===== config.mk =====
export PLATFORM = sky130hd
export DESIGN_NAME = cache_req_sequencer
export DESIGN_NICKNAME = d
export VERILOG_FILES = /design/src/rtl/cache_req_sequencer.sv
export SDC_FILE = /design/constraint.sdc
export NUM_CORES = 1
export LEC_CHECK = 0
export CAP_MARGIN = 10
export CORE_ASPECT_RATIO = 1.1
export CORE_MARGIN = 4
export CORE_UTILIZATION = 54
export CTS_CLUSTER_DIAMETER = 30
export DETAILED_ROUTE_END_ITERATION = 16
export GPL_TIMING_DRIVEN = 0
export PLACE_DENSITY = 0.84
export RECOVER_POWER = 100
export SYNTH_ARGS = -nofsm -noshare
export SYNTH_HDL_FRONTEND = slang
export SYNTH_SLANG_ARGS = --single-unit

===== constraint.sdc =====
create_clock -name clock -period 3.4 [get_ports clock]
set_clock_uncertainty 0.1 [all_clocks]
set_input_delay 0.68 -clock clock [delete_from_list [all_inputs] [get_ports clock]]
set_output_delay 0.68 -clock clock [all_outputs]
set_load 0.02 [all_outputs]

===== src/rtl/cache_req_sequencer.sv =====
// Request sequencer in front of the two-entry line cache. Optional build macro:
// CACHE_SEQ_STATS_EN adds saturating stat_hits / stat_misses response counters.
//
// Purpose: queue read/write requests, issue one at a time to the cache, follow its write-miss protocol.
// Latency: read response 4 cycles after push; write response 2 cycles after issue on hit, 3 on miss.
// Backpressure: req_ready drops when the request FIFO is full; resp_* hold stable until resp_ready.
module cache_req_sequencer #(
    parameter int ADDR_WIDTH = 8,
    parameter int LINE_WIDTH = 32,
    parameter int DEPTH      = 4,
    parameter int WR_TIMEOUT = 15
) (
    input  logic                  clock,
    input  logic                  reset,
    input  logic                  req_valid,
    output logic                  req_ready,
    input  logic                  req_write,
    input  logic [ADDR_WIDTH-1:0] req_addr,
    input  logic [LINE_WIDTH-1:0] req_data,
    output logic                  c_read,
    output logic                  c_write,
    output logic [ADDR_WIDTH-1:0] c_addr,
    output logic [LINE_WIDTH-1:0] c_val,
    input  logic                  c_hit,
    input  logic [LINE_WIDTH-1:0] c_out_val,
    output logic                  resp_valid,
    input  logic                  resp_ready,
    output logic                  resp_hit,
    output logic [LINE_WIDTH-1:0] resp_data,
    output logic                  resp_err
`ifdef CACHE_SEQ_STATS_EN
    ,
    output logic [15:0]           stat_hits,
    output logic [15:0]           stat_misses
`endif
);

    localparam int PTR_W = $clog2(DEPTH);
    localparam int CNT_W = PTR_W + 1;
    localparam int TMO_W = $clog2(WR_TIMEOUT + 1);

    typedef struct packed {
        logic                  write;
        logic [ADDR_WIDTH-1:0] addr;
        logic [LINE_WIDTH-1:0] data;
    } req_t;

    typedef enum logic [2:0] {
        IDLE,
        RD_ISSUE,
        RD_SAMPLE,
        WR_ISSUE,
        WR_WAIT,
        RESP
    } state_t;

    state_t           state;
    state_t           state_nxt;

    req_t             fifo_mem [DEPTH];
    logic [PTR_W-1:0] wr_ptr;
    logic [PTR_W-1:0] rd_ptr;
    logic [CNT_W-1:0] count;
    logic             push;
    logic             pop;
    logic             head_vld;
    req_t             push_dat;
    req_t             head_dat;

    req_t             op;
    logic [TMO_W-1:0] wait_cnt;
    logic             first_hit;
    logic             wr_tmo;

    // Ready comes from the registered count only, so a same-cycle pop never opens a slot.
    assign req_ready = (count != CNT_W'(DEPTH));
    assign head_vld  = (count != '0);
    assign push      = req_valid && req_ready;
    assign push_dat  = '{write: req_write, addr: req_addr, data: req_data};
    assign head_dat  = fifo_mem[rd_ptr];

    // FIFO pointers and occupancy; pointers wrap naturally since DEPTH is a power of two.
    always_ff @(posedge clock) begin
        if (reset) begin
            wr_ptr <= '0;
            rd_ptr <= '0;
            count  <= '0;
        end else begin
            if (push) wr_ptr <= wr_ptr + PTR_W'(1);
            if (pop)  rd_ptr <= rd_ptr + PTR_W'(1);
            case ({push, pop})
                2'b10:   count <= count + CNT_W'(1);
                2'b01:   count <= count - CNT_W'(1);
                default: ;
            endcase
        end
    end

    // FIFO storage; contents are don't-care until the count says otherwise.
    always_ff @(posedge clock) begin
        if (push) fifo_mem[wr_ptr] <= push_dat;
    end

    // FSM state register.
    always_ff @(posedge clock) begin
        if (reset) state <= IDLE;
        else       state <= state_nxt;
    end

    // Next state and cache-side pins; c_read and c_write live in disjoint states.
    always_comb begin
        state_nxt  = state;
        pop        = 1'b0;
        wr_tmo     = 1'b0;
        c_read     = 1'b0;
        c_write    = 1'b0;
        c_addr     = '0;
        c_val      = '0;
        resp_valid = 1'b0;
        case (state)
            IDLE: begin
                if (head_vld) begin
                    pop       = 1'b1;
                    state_nxt = head_dat.write ? WR_ISSUE : RD_ISSUE;
                end
            end
            RD_ISSUE: begin
                c_read    = 1'b1;
                c_addr    = op.addr;
                state_nxt = RD_SAMPLE;
            end
            RD_SAMPLE: begin
                state_nxt = RESP;
            end
            WR_ISSUE: begin
                c_write   = 1'b1;
                c_addr    = op.addr;
                c_val     = op.data;
                state_nxt = WR_WAIT;
            end
            WR_WAIT: begin
                c_write = 1'b1;
                c_addr  = op.addr;
                c_val   = op.data;
                if (c_hit) begin
                    state_nxt = RESP;
                end else if (wait_cnt == TMO_W'(WR_TIMEOUT - 1)) begin
                    wr_tmo    = 1'b1;
                    state_nxt = RESP;
                end
            end
            RESP: begin
                resp_valid = 1'b1;
                if (resp_ready) state_nxt = IDLE;
            end
            default: state_nxt = IDLE;
        endcase
    end

    // Op capture, write-wait bookkeeping and response registers (held untouched in RESP).
    always_ff @(posedge clock) begin
        if (reset) begin
            op        <= '0;
            wait_cnt  <= '0;
            first_hit <= 1'b0;
            resp_hit  <= 1'b0;
            resp_data <= '0;
            resp_err  <= 1'b0;
        end else begin
            case (state)
                IDLE: begin
                    if (pop) op <= head_dat;
                end
                RD_SAMPLE: begin
                    resp_hit  <= c_hit;
                    resp_data <= c_hit ? c_out_val : '0;
                    resp_err  <= 1'b0;
                end
                WR_ISSUE: begin
                    wait_cnt <= '0;
                end
                WR_WAIT: begin
                    // wait_cnt is still zero only on the first compare cycle.
                    if (wait_cnt == '0) first_hit <= c_hit;
                    if (c_hit) begin
                        resp_hit  <= (wait_cnt == '0) ? c_hit : first_hit;
                        resp_data <= '0;
                        resp_err  <= 1'b0;
                    end else if (wr_tmo) begin
                        resp_hit  <= 1'b0;
                        resp_data <= '0;
                        resp_err  <= 1'b1;
                    end else begin
                        wait_cnt <= wait_cnt + TMO_W'(1);
                    end
                end
                default: ;
            endcase
        end
    end

`ifdef CACHE_SEQ_STATS_EN
    // Hit/miss tally per accepted response; a timeout reports hit=0 and so counts as a miss.
    always_ff @(posedge clock) begin
        if (reset) begin
            stat_hits   <= '0;
            stat_misses <= '0;
        end else if (resp_valid && resp_ready) begin
            if (resp_hit) begin
                if (stat_hits != 16'hFFFF) stat_hits <= stat_hits + 16'd1;
            end else begin
                if (stat_misses != 16'hFFFF) stat_misses <= stat_misses + 16'd1;
            end
        end
    end
`endif

endmodule


==> impl_metrics.toml <==
[cells_and_area]
final-seq-area_mm2 = 0.00675
n_antenna_cell = 0
syn_to_final_growth_pct = 31.1
multiInputGateArea_mm2 = 0.00307
fillers = 1170
final_cell_mix = "164 x edfxtp_1, 91 x dfxtp_1, 82 x dlygate4sd3_1"
layout_commonest_cell = "edfxtp_1"
drive_above_1_share_pct = 13.8
final_cells = 1185
nets = 1000

[die]
fp.dieH_um = 151
initial_utilization_pct = 54.9
rows = 52
ios = 156
die_area_mm2 = 0.0210
die_x_um = 138
core_mm2 = 0.0184

[worst_setup_path]
worstPathArrival_ns = 2.50
cp_slowest_cell = "clkdlybuf4s50_1"
cp.buffers_inverters = 3
path_max_fanout = 10
endpoint_kind = "output pin"
required_ns = 2.62
start_kind = "flop"
critPathKind = "reg -> out"
cpPeakStageDelay_ns = 0.62
crit_chain = "buf_2, nand3b_1, nand2_4, clkbuf_4, and2_0, clkdlybuf4s50_1"
critical-path-top-delay-family = "buffers and inverters"

[cts]
root_buffer = "clkbuf_16"
clk_transition_reported_paths_ns = 0.06
cts_setup_buffers = 0
clkSinkCount = 255
cts_buffer_depth = 3
htree_levels = 2
cts-buffers-inserted = 39
clkLatencyLatePin_ns = 0.51
cts_tree = "built"

[timing]
final-max-slew-violation-count = 0
grt_setup_unrepaired = "false"
max_freq_ghz = 0.304
setup_violations = 0
period_share_pct = 96.6
report.final.hold_viol_count = 0
tightestPinTransition_ns = 1.05
period_minus_slack_ns = 3.28
setup_tns_ns = 0
relSlewSlack_pct = 30.2

[synthesis]
yosysUniqueCellTypes = 42
synth_edf_count = 164
ys_ff_latch = 255
synth_cells = 716
async_flop_share_pct = 0
yosysWarnings = 0
yosysSeqAreaShare_pct = 66.8
synth_top_flop_cell = "edfxtp_1"
mappedNetlistArea_mm2 = 0.0101
syn_area_per_cell_um2 = 14.1
syn-num-nets = 803

[drt]
first_iter_violations = 504
num_vias = 6803
wire_per_inst_um = 20.2
wirelength_um = 24000
remaining_drc_errors = 0
routed_via_density = 5.74
ant_nets = 0
drtPass1Iterations = 5

[hold_path]
hold_class = "reg -> reg"

[placed_design]
dp.cells = 1115
io_buffers = 152
hpwl_um = 15400
gp_congestion = 0.830

[grt]
grt_overflow = 0
antenna_found_initial = 4
grt_first_pass_wirelength_um = 37100
grt_pass1_vias = 6944
grtUsageTotal_pct = 22.6
grt_max_degree = 35

[pwr]
powerDensity_mw_per_mm2 = 794
ir_drop_mv = 0.517
cellLeakagePower_uw = 0.00480

[flow_run]
maxCapViolCount = 0

[status]
status = "completed"
==> cells in the mapped netlist, types with 2 or more instances <==
cell / number / area [µm²]
a21o_1: 2 / 15.0
a21oi_1: 53 / 265
and2_1: 32 / 200
and3_1: 5 / 31.3
buf_1: 5 / 18.8
buf_2: 8 / 40.0
buf_4: 2 / 15.0
clkbuf_1: 43 / 161
dfxtp_1: 91 / 1820
edfxtp_1: 164 / 4920
ha_1: 8 / 100
inv_1: 14 / 52.6
mux2i_1: 34 / 340
mux4_2: 41 / 923
nand2_1: 25 / 93.8
nand2b_1: 15 / 93.8
nand3_1: 77 / 385
nand3b_1: 2 / 15.0
nor2_1: 7 / 26.3
nor2b_1: 11 / 68.8
nor3_1: 5 / 25.0
nor3b_1: 2 / 15.0
o21ai_0: 32 / 160
o21ai_1: 11 / 55.1
o31ai_1: 3 / 22.5
or3_1: 4 / 25.0
or3b_1: 2 / 17.5
or4_1: 2 / 15.0
xor2_1: 3 / 26.3
==> where the power goes <==
group / leakage (µW) / internal [µW] / switching (µW)
combinational: 0.00191 / 966 / 1570
clock: 0.000643 / 2530 / 1470
sequential: 0.00225 / 3770 / 206
total: 0.00480 / 7260 / 3250
==> worst register-to-register path, stage by stage, from the launching register on <==
cell	delay (ns)
dfxtp_1	0.41
or3b_1	0.14
clkbuf_1	0.30
and3_1	0.68
clkbuf_2	0.81
==> per-layer routing <==
metal	vias up	share of wire [%]	track usage, %
li1	3088	-	-
met2	328	51	39.4
met5	-	0.19	0
met1	3311	38	27.0
met3	68	8.5	6.41
met4	8	3.1	8.55
==> through the flow <==
step / hold slack (ns) / total power [µW] / setup WS (ns) / cell area, µm² / utilization (%)
CTS: 0.344 / 10600 / 0.0139 / 13400 / 72.6
finish: 0.355 / 10500 / 0.115 / 13200 / 71.9
global route: 0.359 / 11000 / 0.00679 / 13200 / 71.9
floorplan: 0.349 / 5640 / 0.931 / 10100 / -
detailed placement: 0.353 / 6540 / 0.275 / 12000 / 65.2
global placement: 0.344 / 6450 / 0.128 / 11900 / 64.8
==> area by class of cell <==
| cell class | count | share of cell area (%) |
|---|---|---|
| clock inverters | 27 | 2.35 |
| well taps | 243 | 2.30 |
| clock buffers | 43 | 7.72 |
| multi-input cells | 388 | 23.2 |
| plain buffers | 59 | 1.88 |
| flip-flops and latches | 255 | 51.0 |
| repair buffers | 156 | 11.2 |
| inverters | 14 | 0.397 |
==> state kept, by name (all words and copies together), names as in the netlist, named ones only <==
register,flops
count,3
op,40
wait_cnt,4
resp_err,1
resp_hit,1
first_hit,1
rd_ptr,2
wr_ptr,2
resp_data,32
state,3
fifo_mem,164
==> cells by family after synthesis <==
group / synth area share [%]
and+or+nand+nor: 10.2
buffers and inverters: 2.96
DFF: 66.8
muxes: 12.5
AOI/OAI and AO/OA: 6.07
adders and majority gates: 1.19
xor gates and xnor gates: 0.260
==> worst paths after layout <==
kind / startpoint / endpoint / slack, ns / depth (start not counted)
setup reg to reg: count[0]$_SDFFE_PP0P_ / fifo_mem[3][20]$_DFFE_PP_ / 0.57 / 4
hold / removal: resp_data[7]$_SDFFE_PP0P_ / resp_data[7]$_SDFFE_PP0P_ / 0.35 / 2
hold reg to reg: resp_data[7]$_SDFFE_PP0P_ / resp_data[7]$_SDFFE_PP0P_ / 0.35 / 2
setup / recovery: state[0]$_SDFFE_PP0P_ / c_val[18] / 0.12 / 6
==> timing repair <==
| item | CTS | global route |
|---|---|---|
| pin swaps | 0 | 1 |
| hold buffers | 0 | 0 |
| setup endpoints to repair | 38 | 36 |
| resized for setup | 6 | 18 |
No activity file was read; power rests on OpenSTA's default activity.
